`src/rtl/key_event_decoder.sv`:
```
`default_nettype none
// ============================================================================
// Module   : key_event_decoder
// Purpose  : Classifies debounced key gestures into short / double / long
//            press pulses. Optional auto-repeat forwarding: KEY_EVT_REPEAT_FWD_EN.
// Revision : 1.0 - initial release
// ============================================================================
module key_event_decoder #(
    parameter int CNT_BITS     = 8,
    parameter int LONG_TICKS   = 100,
    parameter int DOUBLE_TICKS = 30
) (
    input  logic CLK,
    input  logic CLR_N,
    input  logic CE,
    input  logic KEY_EN,
    input  logic KEY_UP,
    output logic SHORT_P,
    output logic DOUBLE_P,
    output logic LONG_P,
    output logic HELD,
    output logic REP_P,
    output logic BUSY
);

    typedef enum logic [2:0] {
        S_IDLE     = 3'd0,
        S_PRESSED  = 3'd1,
        S_WAIT2    = 3'd2,
        S_PRESSED2 = 3'd3,
        S_LONG     = 3'd4
    } state_t;

    localparam logic [CNT_BITS-1:0] LONG_LAST   = CNT_BITS'(LONG_TICKS - 1);
    localparam logic [CNT_BITS-1:0] DOUBLE_LAST = CNT_BITS'(DOUBLE_TICKS - 1);
    localparam logic [CNT_BITS-1:0] CNT_MAX     = '1;

    state_t              state;
    state_t              state_nx;
    logic [CNT_BITS-1:0] cnt;
    logic [CNT_BITS-1:0] cnt_nx;
    logic                cnt_run;
    logic                short_nx;
    logic                double_nx;
    logic                long_nx;

    // Release beats the long threshold; a second press beats the window timeout.
    always_comb begin
        state_nx  = state;
        cnt_run   = 1'b0;
        short_nx  = 1'b0;
        double_nx = 1'b0;
        long_nx   = 1'b0;
        case (state)
            S_IDLE: begin
                if (KEY_UP) state_nx = S_PRESSED;
            end
            S_PRESSED: begin
                if (!KEY_EN) begin
                    state_nx = S_WAIT2;
                end else if (CE && (cnt == LONG_LAST)) begin
                    state_nx = S_LONG;
                    long_nx  = 1'b1;
                end else begin
                    cnt_run = 1'b1;
                end
            end
            S_WAIT2: begin
                if (KEY_UP) begin
                    state_nx  = S_PRESSED2;
                    double_nx = 1'b1;
                end else if (CE && (cnt == DOUBLE_LAST)) begin
                    state_nx = S_IDLE;
                    short_nx = 1'b1;
                end else begin
                    cnt_run = 1'b1;
                end
            end
            S_PRESSED2: begin
                if (!KEY_EN) state_nx = S_IDLE;
            end
            S_LONG: begin
                if (!KEY_EN) state_nx = S_IDLE;
            end
            default: state_nx = S_IDLE;
        endcase
    end

    always_comb begin
        cnt_nx = cnt;
        if (state_nx != state) begin
            cnt_nx = '0;
        end else if (cnt_run && CE && (cnt != CNT_MAX)) begin
            cnt_nx = cnt + CNT_BITS'(1);
        end
    end

    always_ff @(posedge CLK or negedge CLR_N) begin
        if (!CLR_N) begin
            state    <= S_IDLE;
            cnt      <= '0;
            SHORT_P  <= 1'b0;
            DOUBLE_P <= 1'b0;
            LONG_P   <= 1'b0;
            HELD     <= 1'b0;
            BUSY     <= 1'b0;
        end else begin
            state    <= state_nx;
            cnt      <= cnt_nx;
            SHORT_P  <= short_nx;
            DOUBLE_P <= double_nx;
            LONG_P   <= long_nx;
            HELD     <= (state_nx == S_LONG);
            BUSY     <= (state_nx != S_IDLE);
        end
    end

`ifdef KEY_EVT_REPEAT_FWD_EN
    logic rep_q;

    always_ff @(posedge CLK or negedge CLR_N) begin
        if (!CLR_N) begin
            rep_q <= 1'b0;
        end else begin
            rep_q <= (state == S_LONG) && KEY_UP;
        end
    end

    assign REP_P = rep_q;
`else
    assign REP_P = 1'b0;
`endif

endmodule
`default_nettype wire

```
`config.mk`:
```
export PLATFORM = sky130hd
export DESIGN_NAME = key_event_decoder
export DESIGN_NICKNAME = d
export VERILOG_FILES = /design/src/rtl/key_event_decoder.sv
export SDC_FILE = /design/constraint.sdc
export NUM_CORES = 1
export LEC_CHECK = 0
export ABC_CLOCK_PERIOD_IN_PS = 1900
export BUFFER_PORTS_ARGS = -buffer_cell sky130_fd_sc_hd__buf_2
export CAP_MARGIN = 20
export CORE_MARGIN = 3
export CORE_UTILIZATION = 50
export DETAILED_ROUTE_END_ITERATION = 8
export PLACE_DENSITY_LB_ADDON = 0.25
export RECOVER_POWER = 50
export SLEW_MARGIN = 10
export SYNTH_ARGS = -nofsm -noshare
export SYNTH_HDL_FRONTEND = slang
export SYNTH_SLANG_ARGS = --single-unit
```
`constraint.sdc`:
```
create_clock -name CLK -period 1.9 [get_ports CLK]
set_clock_uncertainty 0.1 [all_clocks]
set_input_delay 0.19 -clock CLK [delete_from_list [all_inputs] [get_ports CLK]]
set_output_delay 0.19 -clock CLK [all_outputs]
set_load 0.1 [all_outputs]
```
==> impl_metrics.env <==
export IMPL_status="finished, violations left"
export IMPL_violations="negative setup slack"
export IMPL_clkLatencyLatePin_ps=300
export IMPL_synth_cell_types=38
export IMPL_ir_worst_vdd_mv=0.6248
export IMPL_syn_inst=95
export IMPL_synthSimpleGateAreaFrac_pct=24.26
export IMPL_fin_crit_sh_pct=104.2
export IMPL_required_ps=1990
export IMPL_ant_nets=0
export IMPL_path_buf_inv=1
export IMPL_track_usage_pct=18.26
export IMPL_floorplan_initialDensity_pct=54.39
export IMPL_r2r_end="cnt[5]"
export IMPL_die_w_um=50.04
export IMPL_clkTransAtPathRegs_ps=100
export IMPL_crit_slowest_cell="a2111oi_1"
export IMPL_fin_area_um2=1290
export IMPL_slew_violations=0
export IMPL_first_pass_iters=4
export IMPL_r2r_slack_ps=-80
export IMPL_synthMuxAreaShare_pct=0
export IMPL_grt_pass1_vias=803
export IMPL_synth_top_cell_area_share_pct=41.29
export IMPL_crit_cells=7
export IMPL_slowest_delay_ps=560
export IMPL_gp_congestion=0.8260
export IMPL_synth_compound_area_share_pct=21.03
export IMPL_yosysMostFrequentCell="dfrtp_1"
export IMPL_path_cells="ha_2 -> buf_4 -> nand3_1 -> o21ai_1 -> a2111oi_1 -> xnor2_1 -> nor2_1"
export IMPL_synth_area_leaders="dfrtp_1, xnor2_1, a2111oi_1, nor2_1, a21oi_1"
export IMPL_wl_um=2268
export IMPL_fmaxAchievable_mhz=505.3
export IMPL_cts_buffer_depth=2
export IMPL_cts_tree="built"
export IMPL_yosys_warnings=0
export IMPL_hold_path_depth=2
export IMPL_synthXorXnorAreaFrac_pct=6.323
export IMPL_fillers=120
export IMPL_hold_viol_final=0
export IMPL_postSynthAreaPerCell_um2=10.21
export IMPL_dieArea_um2=2504
export IMPL_cp_start_kind="register"
export IMPL_drcViolationCount=0
export IMPL_root_buffer="clkbuf_4"
export IMPL_setup_viol=8
export IMPL_cp_end_kind="register"
export IMPL_cp_top_family="compound AO/OA/AOI/OAI gates"
export IMPL_grt_max_degree=17
export IMPL_worst_slack_ps=-79.14
export IMPL_worst_hold_path_endpoint="DOUBLE_P"
export IMPL_syn_area_um2=969.7
export IMPL_synth_fa_ha_area_share_pct=2.581
export IMPL_postPlaceCellArea_um2=1174
export IMPL_synth_commonest_cells="dfrtp_1, nor2_1, xnor2_1"
export IMPL_antenna_found_initial=0
export IMPL_rsz0062_at_grt="yes"
export IMPL_coreArea_um2=1783
export IMPL_p_leak_nw=0.5264
export IMPL_portBuffers=9
export IMPL_fin_nets=135
export IMPL_crit_path_max_fanout=5
export IMPL_die_h_um=50.04
export IMPL_synth_area_leader_cell="dfrtp_1"
export IMPL_synth_seq_cells=16
export IMPL_drv_cap=0
export IMPL_cts_max_level=1
export IMPL_drt_initial_drc_count=12
export IMPL_synth_ff_type="dfrtp_1"
export IMPL_rr_worst_depth=7
export IMPL_synth_top_family_by_area="simple AND/OR/NAND/NOR gates"
export IMPL_synth_edff_count=0
export IMPL_relSlewSlack_pct=43.69
export IMPL_grt_overflow_total=0
export IMPL_area_growth_pct=33.03
export IMPL_post_dp_hpwl_um=1583
export IMPL_synthArstFlopShare_pct=100.0
export IMPL_num_io_pins=11
export IMPL_critical_path_class="reg2reg"
export IMPL_via_per_inst=5.572
export IMPL_drive_gt1_share_pct=37.80
export IMPL_clock_sinks=16
export IMPL_holdCritStartpoint="KEY_UP"
export IMPL_syn_nets=102
export IMPL_diodes=0
export IMPL_crit_arrival_ps=2070
export IMPL_power_density_nw_per_um2=870.8
export IMPL_routedWlPerCell_um=14.92
export IMPL_ys_seq_area_share_pct=41.29
export IMPL_vias=847
export IMPL_num_rows=15
export IMPL_tightest_slew_ps=844.6
export IMPL_grt_pass1_wl_um=3450
export IMPL_cts_buffers=3
export IMPL_place_ws_ps=-109.6
export IMPL_hold_class="in2reg"
export IMPL_fin_crit_ps=1979
export IMPL_regToRegStartpoint="cnt[0]"
[power by group]
group / internal [W] / switching [W] / leakage [nW] / total (W)
logic: 0.000202 / 0.000282 / 0.290 / 0.000484
clock network: 0.000117 / 0.000119 / 0.0210 / 0.000236
registers: 0.000372 / 0.0000311 / 0.215 / 0.000403
[worst max path at each step]
stage,from,to,slack [ps]
after floorplan,cnt[0],cnt[2],20
after global placement,cnt[1],cnt[1],-60
after detailed placement,cnt[1],cnt[1],-110
after CTS,cnt[1],cnt[1],-100
after global routing,cnt[0],cnt[4],-150
final,cnt[0],cnt[5],-80
[area by class of cell]
class                           instances  area (um2)  share of cell area (%)
Tap cell                               25       31.28                   2.425
Multi-Input combinational cell         72       588.1                   45.59
Clock buffer                            4       36.28                   2.813
Sequential cell                        16       400.4                   31.04
Inverter                                3       11.26                  0.8729
Timing Repair Buffer                   32       222.7                   17.26
[cell families (layout without fill, tap and decap cells)]
logic type / Yosys count / in the layout
other: 1 / 1
DFF: 16 / 16
AOI/OAI and AO/OA: 26 / 26
and+or+nand+nor: 36 / 36
buffers and inverters: 7 / 39
adders and majority gates: 2 / 2
xor gates and xnor gates: 7 / 7
[routing by layer]
metal	global-route usage, %	vias to the layer above	share of wire, %
met5	0	-	0
met4	6.912	0	1.9
met3	4.532	8	3.4
met2	31.96	24	49
met1	21.01	401	45
li1	-	414	-
[per-stage QoR]
stage	hold slack, ps	std cells	utilization, %	total power [W]	TNS, ps
final	91.67	152	72.35	0.001123	-568.1
after global routing	89.61	152	72.35	0.001174	-1120
after CTS	86.10	150	68.91	0.001078	-659.1
after detailed placement	19.87	145	65.82	0.0008369	-691.0
after global placement	16.17	145	65.82	0.0008244	-339.9
after floorplan	-205.6	95	-	0.0007045	0
[cells in the final DEF (no fill, tap or decap), types with 4 or more instances in the layout]
cell type  count
dfrtp_1       16
nor2b_1        4
buf_2          8
a21oi_1        4
xnor2_1        7
buf_4         21
nor2_1         8
[registers in the layout, summed over array words and instances, names as in the netlist]
name / cells
BUSY: 1
DOUBLE_P: 1
HELD: 1
LONG_P: 1
SHORT_P: 1
cnt: 8
state: 3
[repair_timing]
action / CTS / global route
setup endpoints to repair: 8 / 8
hold buffers: 1 / 0
resized for setup: 2 / 8
pin swaps: 1 / 1
buffers inserted: 0 / 2
gates cloned: 0 / 0
hold endpoints to repair: 16 / 0
(Power assumes the default switching activity.)
